[config.mk]
export PLATFORM = sky130hd
export DESIGN_NAME = external_io
export DESIGN_NICKNAME = d
export VERILOG_FILES = /design/src/rtl/shapool_io_pkg.sv /design/src/rtl/spi_input_sync.sv /design/src/rtl/external_io.sv
export SDC_FILE = /design/constraint.sdc
export NUM_CORES = 1
export LEC_CHECK = 0
export ABC_AREA = 1
export BUFFER_PORTS_ARGS = -buffer_cell sky130_fd_sc_hd__buf_2
export CORE_ASPECT_RATIO = 0.7
export CORE_UTILIZATION = 50
export DETAILED_ROUTE_END_ITERATION = 10
export GPL_ROUTABILITY_DRIVEN = 0
export PLACE_DENSITY_LB_ADDON = 0.15
export SLEW_MARGIN = 20
export SYNTH_ARGS = -nofsm -noshare
export SYNTH_HDL_FRONTEND = slang
export SYNTH_SLANG_ARGS = --single-unit
[constraint.sdc]
create_clock -name clk -period 34.1 [get_ports clk]
set_clock_uncertainty 0.05 [all_clocks]
set_input_delay 6.82 -clock clk [delete_from_list [all_inputs] [get_ports clk]]
set_output_delay 6.82 -clock clk [all_outputs]
set_load 0.005 [all_outputs]
[src/rtl/shapool_io_pkg.sv]
// Shared widths for the shapool external I/O front end.
package shapool_io_pkg;

  localparam int JOB_CONFIG_WIDTH_DEF    = 352;
  localparam int DEVICE_CONFIG_WIDTH_DEF = 8;
  localparam int MATCH_FLAGS_WIDTH_DEF   = 8;
  localparam int NONCE_WIDTH_DEF         = 32;
  localparam int RESULT_WIDTH_DEF        = MATCH_FLAGS_WIDTH_DEF + NONCE_WIDTH_DEF;

  // SPI1 has two personalities: config daisy chain, then result readout.
  typedef enum logic {
    SPI1_CONFIG = 1'b0,
    SPI1_RESULT = 1'b1
  } spi1_mode_e;

endpackage

[src/rtl/spi_input_sync.sv]
// Brings one SPI slave port into the clk domain: 2-FF synchronizers on
// sck/sdi/cs_n plus rise/fall strobes on the synchronized sck.
module spi_input_sync (
  input  logic clk,
  input  logic i_sck,
  input  logic i_sdi,
  input  logic i_cs_n,
  output logic o_sck_rise,
  output logic o_sck_fall,
  output logic o_cs_active,
  output logic o_sdi_sync
);

  // r_sck[2] is the delayed copy used only for edge detection.
  logic [2:0] r_sck;
  logic [1:0] r_sdi;
  logic [1:0] r_cs_n;

  // Synchronizer chains; deliberately unaffected by reset_n because
  // configuration is shifted in while the device is held in reset.
  // NOTE: no reset on these flops on purpose -- a reset here would block
  // configuration loading; power-up contents settle within two clocks.
  always_ff @(posedge clk) begin
    // NOTE: non-blocking assignments so every stage samples the previous
    // stage's old value, giving a real two-flop chain.
    r_sck  <= {r_sck[1:0], i_sck};
    r_sdi  <= {r_sdi[0], i_sdi};
    r_cs_n <= {r_cs_n[0], i_cs_n};
  end

  assign o_sck_rise  = r_sck[1] & ~r_sck[2];
  assign o_sck_fall  = ~r_sck[1] & r_sck[2];
  assign o_cs_active = ~r_cs_n[1];
  assign o_sdi_sync  = r_sdi[1];

endmodule

[src/rtl/external_io.sv]
// External I/O front end of the shapool hashing device: job/device
// configuration shift registers, result latch with SPI1 readout, and the
// core reset synchronizer.
module external_io
  import shapool_io_pkg::*;
#(
  parameter int JOB_CONFIG_WIDTH    = JOB_CONFIG_WIDTH_DEF,
  parameter int DEVICE_CONFIG_WIDTH = DEVICE_CONFIG_WIDTH_DEF,
  parameter int MATCH_FLAGS_WIDTH   = MATCH_FLAGS_WIDTH_DEF,
  parameter int NONCE_WIDTH         = NONCE_WIDTH_DEF
) (
  input  logic                                  clk,
  input  logic                                  reset_n,
  input  logic                                  sck0,
  input  logic                                  sdi0,
  input  logic                                  cs0_n,
  input  logic                                  sck1,
  input  logic                                  sdi1,
  output logic                                  sdo1,
  input  logic                                  cs1_n,
  output logic [DEVICE_CONFIG_WIDTH-1:0]        device_config,
  output logic [JOB_CONFIG_WIDTH-1:0]           job_config,
  output logic                                  core_reset_n,
  input  logic                                  success,
  input  logic [MATCH_FLAGS_WIDTH+NONCE_WIDTH-1:0] result,
  output logic                                  ready
);

  localparam int RESULT_WIDTH = MATCH_FLAGS_WIDTH + NONCE_WIDTH;

  logic w_sck0_rise;
  logic w_unused_sck0_fall;
  logic w_cs0_active;
  logic w_sdi0_sync;
  logic w_sck1_rise;
  logic w_sck1_fall;
  logic w_cs1_active;
  logic w_sdi1_sync;

  logic [JOB_CONFIG_WIDTH-1:0]    r_job_config;
  logic [DEVICE_CONFIG_WIDTH-1:0] r_device_config;
  logic [RESULT_WIDTH-1:0]        r_result_sr;
  logic                           r_sdi1_sampled;
  logic                           r_ready;
  logic [1:0]                     r_rst_sync;
  spi1_mode_e                     w_spi1_mode;

  spi_input_sync u_spi0_sync (
    .clk         (clk),
    .i_sck       (sck0),
    .i_sdi       (sdi0),
    .i_cs_n      (cs0_n),
    .o_sck_rise  (w_sck0_rise),
    .o_sck_fall  (w_unused_sck0_fall),
    .o_cs_active (w_cs0_active),
    .o_sdi_sync  (w_sdi0_sync)
  );

  spi_input_sync u_spi1_sync (
    .clk         (clk),
    .i_sck       (sck1),
    .i_sdi       (sdi1),
    .i_cs_n      (cs1_n),
    .o_sck_rise  (w_sck1_rise),
    .o_sck_fall  (w_sck1_fall),
    .o_cs_active (w_cs1_active),
    .o_sdi_sync  (w_sdi1_sync)
  );

  assign w_spi1_mode = r_ready ? SPI1_RESULT : SPI1_CONFIG;

  // Job configuration shift register; keeps its contents across reset_n.
  always_ff @(posedge clk) begin
    if (w_sck0_rise && w_cs0_active) begin
      r_job_config <= {r_job_config[JOB_CONFIG_WIDTH-2:0], w_sdi0_sync};
    end
  end

  // Device configuration shift register; frozen once a result is latched.
  always_ff @(posedge clk) begin
    if (w_spi1_mode == SPI1_CONFIG && w_sck1_rise && w_cs1_active) begin
      r_device_config <= {r_device_config[DEVICE_CONFIG_WIDTH-2:0], w_sdi1_sync};
    end
  end

  // Two-flop reset synchronizer: asynchronous assert, synchronous release.
  always_ff @(posedge clk or negedge reset_n) begin
    if (!reset_n) begin
      r_rst_sync <= 2'b00;
    end else begin
      r_rst_sync <= {r_rst_sync[0], 1'b1};
    end
  end

  // Result latch and readout shifter. r_rst_sync[0] gates the latch so a
  // success coinciding with the reset_n release edge is only taken on the
  // following edge. Daisy-chain data is sampled on sck1 rise and shifted
  // in on the next fall so sdo1 changes only while sck1 is low.
  always_ff @(posedge clk or negedge reset_n) begin
    if (!reset_n) begin
      r_ready        <= 1'b0;
      r_result_sr    <= '0;
      r_sdi1_sampled <= 1'b0;
    end else if (w_spi1_mode == SPI1_CONFIG) begin
      if (success && r_rst_sync[0]) begin
        r_result_sr <= result;
        r_ready     <= 1'b1;
      end
    end else begin
      if (w_sck1_rise && w_cs1_active) begin
        r_sdi1_sampled <= w_sdi1_sync;
      end
      if (w_sck1_fall && w_cs1_active) begin
        r_result_sr <= {r_result_sr[RESULT_WIDTH-2:0], r_sdi1_sampled};
      end
    end
  end

  // sdo1 is combinational so the result MSB is present before the first rise.
  always_comb begin
    // NOTE: default first so every path assigns sdo1 and no latch is inferred.
    sdo1 = r_device_config[DEVICE_CONFIG_WIDTH-1];
    if (w_spi1_mode == SPI1_RESULT) begin
      sdo1 = r_result_sr[RESULT_WIDTH-1];
    end
  end

  assign job_config    = r_job_config;
  assign device_config = r_device_config;
  assign core_reset_n  = r_rst_sync[1];
  assign ready         = r_ready;

endmodule

Yosys cells after proc, flatten, opt, wreduce, memory -nomap -nowiden. Index checks and enable logic that the tools add are counted.

Multiplexer cells: 5. Eq/ne operators: 1. Bitwise logic cells: 9. Reductions and logical operators: 10.

Operators by type and width (number): 2-to-1 mux 40 bit (3); logical AND 1 bit (6); NOT 1 bit (6); AND reduction 2 bit (3); bitwise AND 1 bit (3); 2-to-1 mux 1 bit (2); inequality test 2 x 1 -> 1 bit (second input constant) (1); nonzero test 2 bit (1).

Register bits after elaboration: 418. Word-level logic and storage cells: 37. Bits of input ports: 49. Output and inout bits: 363.

Depth between registers and ports, before layout.
Word-level depth: 5. Gate-level depth with buffers: 8. Depth with buffers taken out: 6.

Modules after synthesis. Synthesis repeated with hierarchy kept, for this count alone.

Cell total of the unflattened synthesis: 706. Area total of the unflattened synthesis: 13389.1 um^2.

By module, submodules not included: external_io (instances 1, cells each 682, area an instance 13071.3 um^2, sequential area each 11911.4 um^2); spi_input_sync (instances 2, cells each 12, area an instance 158.9 um^2, sequential area each 140.1 um^2).

Worst setup path before layout. No wires, ideal clock.

Path kind: register to register. Start point: register u_spi0_sync.r_cs_n[1]. End point: register r_job_config[0] (netlist: job_config[0]) (enable). Library setup time: 1573 ps. Required time: 32477 ps. Buffers on the path: 0. Arrival time: 25575 ps. Stages on the path, launching flop included: 2. Path slack: 6902 ps. Period minus slack after synthesis: 27198 ps. Path through: dfxtp_1 -> nor3b_1.

Longest elaborated chain between the ends: 2.

Ends and longest elaborated chain: from (decl) (RTL line spi_input_sync.sv:17) `logic [1:0] r_cs_n;`; from (signal assigned) (RTL line spi_input_sync.sv:28) `r_cs_n <= {r_cs_n[0], i_cs_n};`; NOT 1 bit (RTL line spi_input_sync.sv:33) `assign o_cs_active = ~r_cs_n[1];`; logical AND 1 bit (RTL line external_io.sv:74) `if (w_sck0_rise && w_cs0_active) begin`; to (signal assigned) (RTL line external_io.sv:75) `r_job_config <= {r_job_config[JOB_CONFIG_WIDTH-2:0], w_sdi0_sync};`; to (decl) (RTL line external_io.sv:40) `logic [JOB_CONFIG_WIDTH-1:0] r_job_config;`.

Every way passes these cells. A chain may end at the register's enable or synchronous reset.

Worst setup path in the final report.
Start point: register r_ready (netlist: ready). End point: output sdo1.

Longest elaborated chain between the ends: 2.

Ends and longest elaborated chain: from (decl) (RTL line external_io.sv:44) `logic r_ready;`; from (signal assigned) (RTL line external_io.sv:101) `r_ready <= 1'b0;`; from (signal assigned) (RTL line external_io.sv:107) `r_ready <= 1'b1;`; 2-to-1 mux 1 bit (RTL line external_io.sv:70) `assign w_spi1_mode = r_ready ? SPI1_RESULT : SPI1_CONFIG;`; 2-to-1 mux 1 bit (RTL line external_io.sv:123) `if (w_spi1_mode == SPI1_RESULT) begin`; to (decl) (RTL line external_io.sv:19) `output logic sdo1,`.

Every way passes these cells.

==> qor.yml <==
reg2reg_depth: 6
worstSkewPairLatency_ns: 0.53
fin_ws_ns: 25.36
clock.fmax_mhz: 114.5
period_share_pct: 25.62
grt_pass1_vias: 7053
status: "complete, no violations"
placed_cells: 1451
relSlewSlack_pct: 28.48
end_kind: "output port"
io_buffers: 411
synthArstFlopShare_pct: 10.53
setup-violations-final: 0
yosysSeqAreaShare_pct: 91.28
synthTopCellsByCount: "edfxtp_1 (360), nand2_1 (208), dfrtp_1 (44)"
min_path_type: "flip-flop to flip-flop"
powerDensity_nw_per_um2: 61.58
arrival_ns: 1.87
clkTransAtPathRegs_ns: 0.06
synth_top_area_share_pct: 80.94
wl_per_cell_um: 18.98
yosysWarnings: 0
ys_types: 15
dpl_worst_slack_ns: 25.22
core-area_um2: 25930
grt_pass1_wl_mm: 42.90
drc_errors: 0
antenna_found_initial: 1
cts-root-buf: "clkbuf_16"
ir_drop_mv: 0.04349
grt_max_degree: 185
syn-cell-area_um2: 13360
detailedPlacementHpwl_mm: 19.02
critPathRequiredTime_ns: 27.23
cp_max_fo: 47
area_growth_pct: 27.70
gr-total-overflow: 0
nets: 1184
postCtsSetupRepairBufs: 0
clock_path_buffers: 3
start_util_pct: 51.50
syn-num-nets: 748
syn_inst: 699
cts_tree: "done"
synthFlopType: "edfxtp_1"
rows: 49
io_pins: 412
fp.dieW_um: 197.4
worst_setup_path_start_kind: "flip-flop"
n_fill_cell: 1868
synth_area_per_cell_um2: 19.11
cts_htree_levels: 2
crit_type: "flip-flop to output port"
final_cells: 1522
vias: 7395
cts_hold_buffers: 0
tns_ns: 0
drt-total-wl_mm: 28.89
synth_edf_count: 360
die_y_um: 138.7
cts.sinks: 418
slew_violations: 0
ys_ff_latch: 418
rsz0062_at_grt: "no"
max-cap-violations: 0
drtIter0Drc: 639
hold_viol_final: 0
cts_buffers: 39
yosysMostFrequentCell: "edfxtp_1"
postRouteAntennaNets: 0
synth_area_leader_cell: "edfxtp_1"
fin_crit_ns: 8.737
drt_pass1_iterations: 5
dieArea_um2: 27380
min_path_cells: 0
synthTopCellsByArea: "edfxtp_1 (81%), dfrtp_1 (8.2%), nand2_1 (5.8%)"
leakage_nw: 6.907
worst_pin_slew_ns: 1.073
grt_usage_pct: 20.87
drive_gt1_share_pct: 41.15
cts_resized: 0
post_drt_via_cell_ratio: 4.859
[cell families (layout without fill, tap and decap cells)]
kind of cell / Yosys count / after routing / share of synthesized area (%)
buffers and inverters: 23 / 488 / 0.9556
AND/OR/NAND/NOR: 257 / 257 / 7.738
other: 1 / 2 / 0.02808
flip-flops: 418 / 418 / 91.28
[layout make-up]
cell class              count  area, µm²  area share [%]
diodes                      1      2.502         0.01467
clock buffers              47       1057           6.199
clock inverters            23      196.4           1.152
inverters                   2      10.01         0.05869
multi-input cells         258       1042           6.111
flip-flops and latches    418      12190           71.48
well taps                 357      446.7           2.619
repair buffers            416       2110           12.37
[power by group]
| part | internal, mW | total (mW) | switching (mW) |
|---|---|---|---|
| Clock | 0.244 | 0.425 | 0.181 |
| Sequential | 0.575 | 0.585 | 0.0106 |
| Combinational | 0.0168 | 0.0403 | 0.0235 |
| Total | 0.836 | 1.05 | 0.215 |
[state kept, by name, summed over array words and instances (netlist names)]
signal,cells
u_spi1_sync.r_sck,3
u_spi0_sync.r_sdi,2
u_spi0_sync.r_sck,3
r_rst_sync,2
job_config,352
r_sdi1_sampled,1
u_spi1_sync.r_cs_n,2
device_config,8
r_result_sr,40
ready,1
u_spi1_sync.r_sdi,2
u_spi0_sync.r_cs_n,2
[per-layer routing]
layer | vias to the layer above | part of all wire [%] | GRT usage, %
met5 | - | 0 | 0
met4 | 0 | 1.9 | 6.079
met3 | 38 | 10 | 7.515
met2 | 352 | 47 | 31.69
met1 | 3608 | 41 | 28.58
li1 | 3397 | - | -
[worst max-delay path, cell delays in order, from the launching register on]
cell and delay (ns):
dfrtp_1 0.32, buf_4 0.41, inv_4 0.30, nand2_1 0.12, nand2_1 0.05, buf_2 0.12
[final timing paths]
kind | slack, ns | start | to
worst max-delay path | 25.36 | ready | sdo1
worst min-delay path | 0.28 | u_spi1_sync.r_cs_n[0] | u_spi1_sync.r_cs_n[1]
worst max register to register | 30.92 | ready | r_result_sr[10]
worst min register to register | 0.28 | u_spi1_sync.r_cs_n[0] | u_spi1_sync.r_cs_n[1]
max in group asynchronous | 27.33 | reset_n | r_result_sr[25]
min in group asynchronous | 6.25 | reset_n | r_result_sr[6]
[per-stage QoR]
| step | util (%) | instance area [µm²] | power, mW | hold WS [ns] |
|---|---|---|---|---|
| after floorplan | - | 13360 | 0.6268 | 0.2596 |
| after global placement | 60.92 | 15800 | 0.6353 | 0.2618 |
| after detailed placement | 60.92 | 15800 | 0.6364 | 0.2643 |
| after CTS | 65.75 | 17050 | 1.060 | 0.2777 |
| after global routing | 65.76 | 17050 | 1.087 | 0.2806 |
| final | 65.77 | 17060 | 1.050 | 0.2751 |
[layout by cell type, fill, tap and decap left out, types with 2 or more instances in the layout]
| cell | netlist | routed |
|---|---|---|
| dfxtp_1 | 14 | 14 |
| clkinv_1 | 0 | 9 |
| clkbuf_1 | 0 | 4 |
| clkinv_2 | 0 | 8 |
| dfrtp_1 | 44 | 44 |
| nand3_1 | 41 | 41 |
| nand2_2 | 2 | 2 |
| nor2_1 | 3 | 3 |
| bufinv_16 | 0 | 3 |
| nand2_1 | 208 | 208 |
| clkbuf_16 | 0 | 40 |
| clkbuf_8 | 0 | 3 |
| edfxtp_1 | 360 | 360 |
| buf_2 | 16 | 410 |
| buf_4 | 5 | 5 |
No activity file was read; power rests on OpenSTA's default activity.
